<file path="src/rtl/alu_rmw_seq.sv">
// alu_rmw_seq: read-modify-write sequencer that runs a group-1 ALU operation on a memory
// destination over an 8-bit bus. Optional feature macro: ALU_RMW_LOCK_EN (adds the `lock` output).
`default_nettype none

module alu_rmw_seq #(
    parameter int ADDR_W = 20
) (
    input  logic              clock,
    input  logic              resetn,
    // Decoder handshake: `start` is a request taken only while idle (busy=0); the sequencer
    // then answers with exactly one single-cycle `done`, after which result/flags_o are valid.
    // Bus handshake: a strobe (mem_rd or mem_we) is held with a constant address/data until
    // the cycle in which mem_ready=1, which completes that access.
    input  logic              start,
    input  logic [3:0]        alumode_i,
    input  logic              isize_i,
    input  logic [ADDR_W-1:0] addr_i,
    input  logic [15:0]       op2_i,
    input  logic [11:0]       flags_i,
    output logic [ADDR_W-1:0] mem_addr,
    output logic [7:0]        mem_out,
    output logic              mem_rd,
    output logic              mem_we,
    input  logic [7:0]        mem_in,
    input  logic              mem_ready,
    output logic [3:0]        alu_mode,
    output logic              alu_isize,
    output logic [15:0]       alu_op1,
    output logic [15:0]       alu_op2,
    output logic [11:0]       alu_flags,
    input  logic [15:0]       alu_result,
    input  logic [11:0]       alu_flags_o,
    output logic              busy,
    output logic              done,
    output logic [15:0]       result,
    output logic [11:0]       flags_o,
    output logic [2:0]        dbg_state
`ifdef ALU_RMW_LOCK_EN
    ,
    output logic              lock
`endif
);

    typedef enum logic [2:0] {
        S_IDLE  = 3'd0,
        S_RD_LO = 3'd1,
        S_RD_HI = 3'd2,
        S_EXEC  = 3'd3,
        S_WR_LO = 3'd4,
        S_WR_HI = 3'd5,
        S_DONE  = 3'd6
    } state_e;

    localparam logic [3:0]  MODE_CMP    = 4'd7;
    localparam logic [11:0] FLAGS_RESET = 12'h002;

    state_e              state_q, state_d;
    logic [3:0]          mode_q, mode_d;
    logic                isize_q, isize_d;
    logic [ADDR_W-1:0]   addr_q, addr_d;
    logic [15:0]         op1_q, op1_d;
    logic [15:0]         op2_q, op2_d;
    logic [11:0]         fin_q, fin_d;
    logic [15:0]         result_q, result_d;
    logic [11:0]         flags_q, flags_d;

    logic [ADDR_W-1:0]   addr_hi;
    logic                is_cmp;

    // High byte address wraps naturally at the top of the address space.
    assign addr_hi = addr_q + ADDR_W'(1);
    assign is_cmp  = (mode_q == MODE_CMP);

`ifdef ALU_RMW_LOCK_EN
    logic lock_q, lock_d;
    logic last_access_done;

    // The final bus access is the last read for CMP and the last write otherwise.
    assign last_access_done =
        (state_q == S_RD_LO && mem_ready && !isize_q && is_cmp) ||
        (state_q == S_RD_HI && mem_ready && is_cmp) ||
        (state_q == S_WR_LO && mem_ready && !isize_q) ||
        (state_q == S_WR_HI && mem_ready);

    always_comb begin
        lock_d = lock_q;
        if (state_q == S_IDLE && start && !alumode_i[3]) begin
            lock_d = 1'b1;
        end else if (last_access_done) begin
            lock_d = 1'b0;
        end
    end

    always_ff @(posedge clock or negedge resetn) begin
        if (!resetn) begin
            lock_q <= 1'b0;
        end else begin
            lock_q <= lock_d;
        end
    end

    assign lock = lock_q;
`endif

    always_comb begin
        state_d  = state_q;
        mode_d   = mode_q;
        isize_d  = isize_q;
        addr_d   = addr_q;
        op1_d    = op1_q;
        op2_d    = op2_q;
        fin_d    = fin_q;
        result_d = result_q;
        flags_d  = flags_q;
        mem_addr = '0;
        mem_out  = 8'h00;
        mem_rd   = 1'b0;
        mem_we   = 1'b0;

        case (state_q)
            S_IDLE: begin
                if (start) begin
                    mode_d  = alumode_i;
                    isize_d = isize_i;
                    addr_d  = addr_i;
                    op2_d   = op2_i;
                    fin_d   = flags_i;
                    op1_d   = 16'h0000;
                    // Undefined opcodes finish at once and report the incoming flags.
                    if (alumode_i[3]) begin
                        result_d = 16'h0000;
                        flags_d  = flags_i;
                        state_d  = S_DONE;
                    end else begin
                        state_d  = S_RD_LO;
                    end
                end
            end
            S_RD_LO: begin
                mem_rd   = 1'b1;
                mem_addr = addr_q;
                if (mem_ready) begin
                    op1_d[7:0] = mem_in;
                    state_d    = isize_q ? S_RD_HI : S_EXEC;
                end
            end
            S_RD_HI: begin
                mem_rd   = 1'b1;
                mem_addr = addr_hi;
                if (mem_ready) begin
                    op1_d[15:8] = mem_in;
                    state_d     = S_EXEC;
                end
            end
            S_EXEC: begin
                result_d = alu_result;
                flags_d  = alu_flags_o;
                state_d  = is_cmp ? S_DONE : S_WR_LO;
            end
            S_WR_LO: begin
                mem_we   = 1'b1;
                mem_addr = addr_q;
                mem_out  = result_q[7:0];
                if (mem_ready) begin
                    state_d = isize_q ? S_WR_HI : S_DONE;
                end
            end
            S_WR_HI: begin
                mem_we   = 1'b1;
                mem_addr = addr_hi;
                mem_out  = result_q[15:8];
                if (mem_ready) begin
                    state_d = S_DONE;
                end
            end
            S_DONE: begin
                state_d = S_IDLE;
            end
            default: begin
                state_d = S_IDLE;
            end
        endcase
    end

    always_ff @(posedge clock or negedge resetn) begin
        if (!resetn) begin
            state_q  <= S_IDLE;
            mode_q   <= 4'h0;
            isize_q  <= 1'b0;
            addr_q   <= '0;
            op1_q    <= 16'h0000;
            op2_q    <= 16'h0000;
            fin_q    <= 12'h000;
            result_q <= 16'h0000;
            flags_q  <= FLAGS_RESET;
        end else begin
            state_q  <= state_d;
            mode_q   <= mode_d;
            isize_q  <= isize_d;
            addr_q   <= addr_d;
            op1_q    <= op1_d;
            op2_q    <= op2_d;
            fin_q    <= fin_d;
            result_q <= result_d;
            flags_q  <= flags_d;
        end
    end

    // The ALU sees only latched operands, so bus activity never disturbs its inputs.
    assign alu_mode  = mode_q;
    assign alu_isize = isize_q;
    assign alu_op1   = isize_q ? op1_q : {8'h00, op1_q[7:0]};
    assign alu_op2   = op2_q;
    assign alu_flags = fin_q;

    assign busy      = (state_q != S_IDLE);
    assign done      = (state_q == S_DONE);
    assign result    = result_q;
    assign flags_o   = flags_q;
    assign dbg_state = state_q;

endmodule

`default_nettype wire

</file>
<file path="config.mk">
export PLATFORM = sky130hd
export DESIGN_NAME = alu_rmw_seq
export DESIGN_NICKNAME = d
export VERILOG_FILES = /design/src/rtl/alu_rmw_seq.sv
export SDC_FILE = /design/constraint.sdc
export NUM_CORES = 1
export LEC_CHECK = 0
export CAP_MARGIN = 20
export CORE_ASPECT_RATIO = 1.4
export CORE_MARGIN = 1.5
export CORE_UTILIZATION = 43
export CTS_CLUSTER_DIAMETER = 60
export CTS_CLUSTER_SIZE = 28
export DETAILED_ROUTE_END_ITERATION = 10
export PLACE_DENSITY = 0.81
export SKIP_CTS_REPAIR_TIMING = 1
export SLEW_MARGIN = 5
export SYNTH_ARGS = -nofsm -noshare
export SYNTH_HDL_FRONTEND = slang
export SYNTH_SLANG_ARGS = --single-unit
export TNS_END_PERCENT = 5
</file>
<file path="constraint.sdc">
create_clock -name clock -period 2.5 [get_ports clock]
set_input_delay 0.625 -clock clock [delete_from_list [all_inputs] [get_ports clock]]
set_output_delay 0.625 -clock clock [all_outputs]
set_load 0.005 [all_outputs]
</file>
==> impl_metrics.json <==
{
  "ys.flop_type": "dfrtp_1",
  "dp.cells": 797,
  "grt_pass1_wl_mm": 22.3,
  "skew_ps": 8.40,
  "wl_mm": 14.2,
  "rows": 45,
  "clkLatencyLatePin_ps": 340,
  "cp_num_buf_inv": 1,
  "vias": 4334,
  "cp.required_ps": 1880,
  "max_stage_delay_ps": 480,
  "final.fill_count": 822,
  "yosys_warnings": 0,
  "period_needed_ps": 2920,
  "synth.net_count": 542,
  "power_switching_uw": 3190,
  "period_share_pct": 117,
  "syn_inst": 448,
  "synth.most_common_cell": "dfrtp_1",
  "fin_ws_ps": -416,
  "leakagePower_uw": 0.00333,
  "final_cells": 814,
  "yosys.area.top_type": "dfrtp_1",
  "crit_arrival_ps": 2290,
  "cts.clk_slew.worst_paths_ps": 70,
  "swShare_pct": 35.0,
  "cts_buffers": 9,
  "r2r_setup_slack_ps": 540,
  "nets": 762,
  "cts_sinks": 100,
  "ctsRootBufferMaster": "clkbuf_16",
  "synth_top_area_share_pct": 51.3,
  "viasPerCell": 5.32,
  "ys_types": 55,
  "violations": "setup timing",
  "hold_viol": 0,
  "grt_pass1_vias": 4608,
  "ant_nets": 0,
  "syn_avg_cell_area_um2": 10.8,
  "worst_pin_slew_ps": 548,
  "antenna_found_initial": 0,
  "max_slew_margin_pct": 63.3,
  "crit_family": "simple AND/OR/NAND/NOR gates",
  "drt-initial-drc-count": 178,
  "drc": 0,
  "first_pass_iters": 4,
  "design.portCount": 205,
  "setup_violations": 15,
  "grt_overflow_total": 0,
  "place.gp.congestion": 0.952,
  "drive_gt1_share_pct": 22.6,
  "critical_path_class": "reg2out",
  "start_util_pct": 44.4,
  "die_w_um": 92.5,
  "worstPathMaxFanout": 5,
  "synth_edf_count": 0,
  "synth_seq_cells": 100,
  "p_comb_share_pct": 54.0,
  "yosys-top-cells-area": "dfrtp_1 51%, mux2_2 11%, nand2_1 4.8%",
  "fmax_mhz": 343,
  "cp-start-kind": "flip-flop",
  "synthTopCellsByCount": "99 x dfrtp_1, 62 x nand2_1, 49 x mux2_2",
  "clock_power_share_pct": 14.7,
  "slew_violations": 0,
  "chipHeight_um": 128,
  "p_per_area_nw_per_um2": 1200,
  "maxCapViolations": 0,
  "hp-class": "in2async",
  "cts_tree": "yes",
  "ys_seq_area_share_pct": 51.9,
  "cp-end-kind": "output port",
  "design.die.area_um2": 11900,
  "syn_to_final_growth_pct": 57.5,
  "outcome": "complete, but fails checks",
  "coreArea_um2": 10900,
  "dp_hpwl_mm": 10.7,
  "fin_hold_ws_ps": 234,
  "path_cells": "ha_2 > nand4_1 > or3_4 > or4_1 > nand3_1 > buf_2",
  "async_reset_ff_share_pct": 100,
  "cts_buffer_depth": 2,
  "diodes": 0,
  "seq_power_share_pct": 31.3,
  "rsz0062_at_grt": "true",
  "crit_slowest_cell": "or4_1",
  "ir_worst_vdd_uv": 563,
  "port_buffers": 204,
  "grt_max_degree": 52,
  "grt_usage_pct": 23.9,
  "htreeDepth": 3,
  "synth_area_um2": 4830,
  "wire_per_inst_um": 17.4,
  "power.internal_uw": 5920
}
worst reg2reg max path: cells and delay by family (launching register included):
| kind | cells | cell delay, ps |
|---|---|---|
| buffers and inverters | 3 | 650 |
| DFF | 1 | 380 |
| and+or+nand+nor | 2 | 420 |
| muxes | 1 | 400 |
metal layers:
layer,part of all wire [%],track usage (%),wire length (µm),vias up
met5,0,0,0,-
met2,54,42.5,7620,158
met4,3.1,10.1,442,0
met1,37,26.9,5190,2112
met3,6.4,6.15,907,32
li1,-,-,-,2032
state kept, by name, summed over array words and instances, names as in the netlist:
name,cells
alu_op2,16
alu_flags,12
addr_q,20
dbg_state,3
result,16
alu_isize,1
alu_mode,4
op1_q,16
flags_o,12
cell usage in the layout (no fill, tap or decap), types with 5 or more instances in the layout:
master             n
nand3_1           10
inv_1              6
a22o_1            18
nor2_1            13
clkbuf_16          9
nand4_1            6
dlymetal6s2s_1    11
mux2i_1           22
a31oi_1            5
o21ai_0           23
nand2_1           61
and3_1             5
buf_4             35
dfrtp_1           99
buf_2              6
mux2_2            49
clkdlybuf4s50_1  182
and2_1             8
a21oi_1           24
final cells by class:
cell class / instances / area (µm²) / area share [%]
tap: 141 / 176 / 2.32
multi-input combinational: 306 / 2230 / 29.4
inverter: 6 / 22.5 / 0.296
sequential: 100 / 2500 / 32.9
clock buffer: 10 / 239 / 3.15
timing repair buffer: 245 / 2380 / 31.3
clock inverter: 6 / 47.5 / 0.626
power groups by stage:
stage | logic [µW] | clock network (µW) | registers, µW
after CTS | 4890 | 1360 | 2850
after floorplan | 2080 | 0 | 2870
after detailed placement | 4870 | 0 | 2870
after global placement | 4770 | 0 | 2810
final | 4920 | 1340 | 2850
after global routing | 5330 | 1410 | 2950
kinds of logic (layout without fill, tap and decap cells):
| logic type | count (synthesis) | after routing | share of synthesized area [%] |
|---|---|---|---|
| AO/OA/AOI/OAI | 93 | 93 | 12.5 |
| XOR/XNOR | 3 | 3 | 0.545 |
| adder cells (fa/ha/maj) | 1 | 1 | 0.259 |
| buffers and inverters | 42 | 267 | 4.28 |
| flip-flops | 100 | 100 | 51.9 |
| multiplexers | 71 | 71 | 16.0 |
| AND/OR/NAND/NOR | 138 | 138 | 14.5 |
path summary, 6_finish.rpt:
path,end,from,cells after the start
setup / recovery,mem_addr[14],addr_q[0]$_DFFE_PN0P_,6
hold / removal,result[15]$_DFFE_PN0P_,resetn,1
setup reg to reg,addr_q[4]$_DFFE_PN0P_,dbg_state[2]$_DFFE_PN0P_,6
hold reg to reg,flags_o[1]$_DFFE_PN1P_,flags_o[1]$_DFFE_PN1P_,2
max in group asynchronous,flags_o[1]$_DFFE_PN1P_,resetn,2
min in group clock,flags_o[1]$_DFFE_PN1P_,flags_o[1]$_DFFE_PN1P_,2
per-stage QoR:
stage	worst slack, ps	instance area [µm²]	TNS [ps]	utilization, %	total power [µW]
5_1_grt	-500	7600	-4880	69.9	9690
3_5_place_dp	-431	7200	-3120	66.2	7740
3_3_place_gp	-379	7200	-2400	66.2	7570
2_1_floorplan	161	4830	0	-	4940
6_report	-416	7600	-3330	69.9	9110
4_1_cts	-800	7480	-12070	68.9	9100
Power figures use the tool's default switching activity.
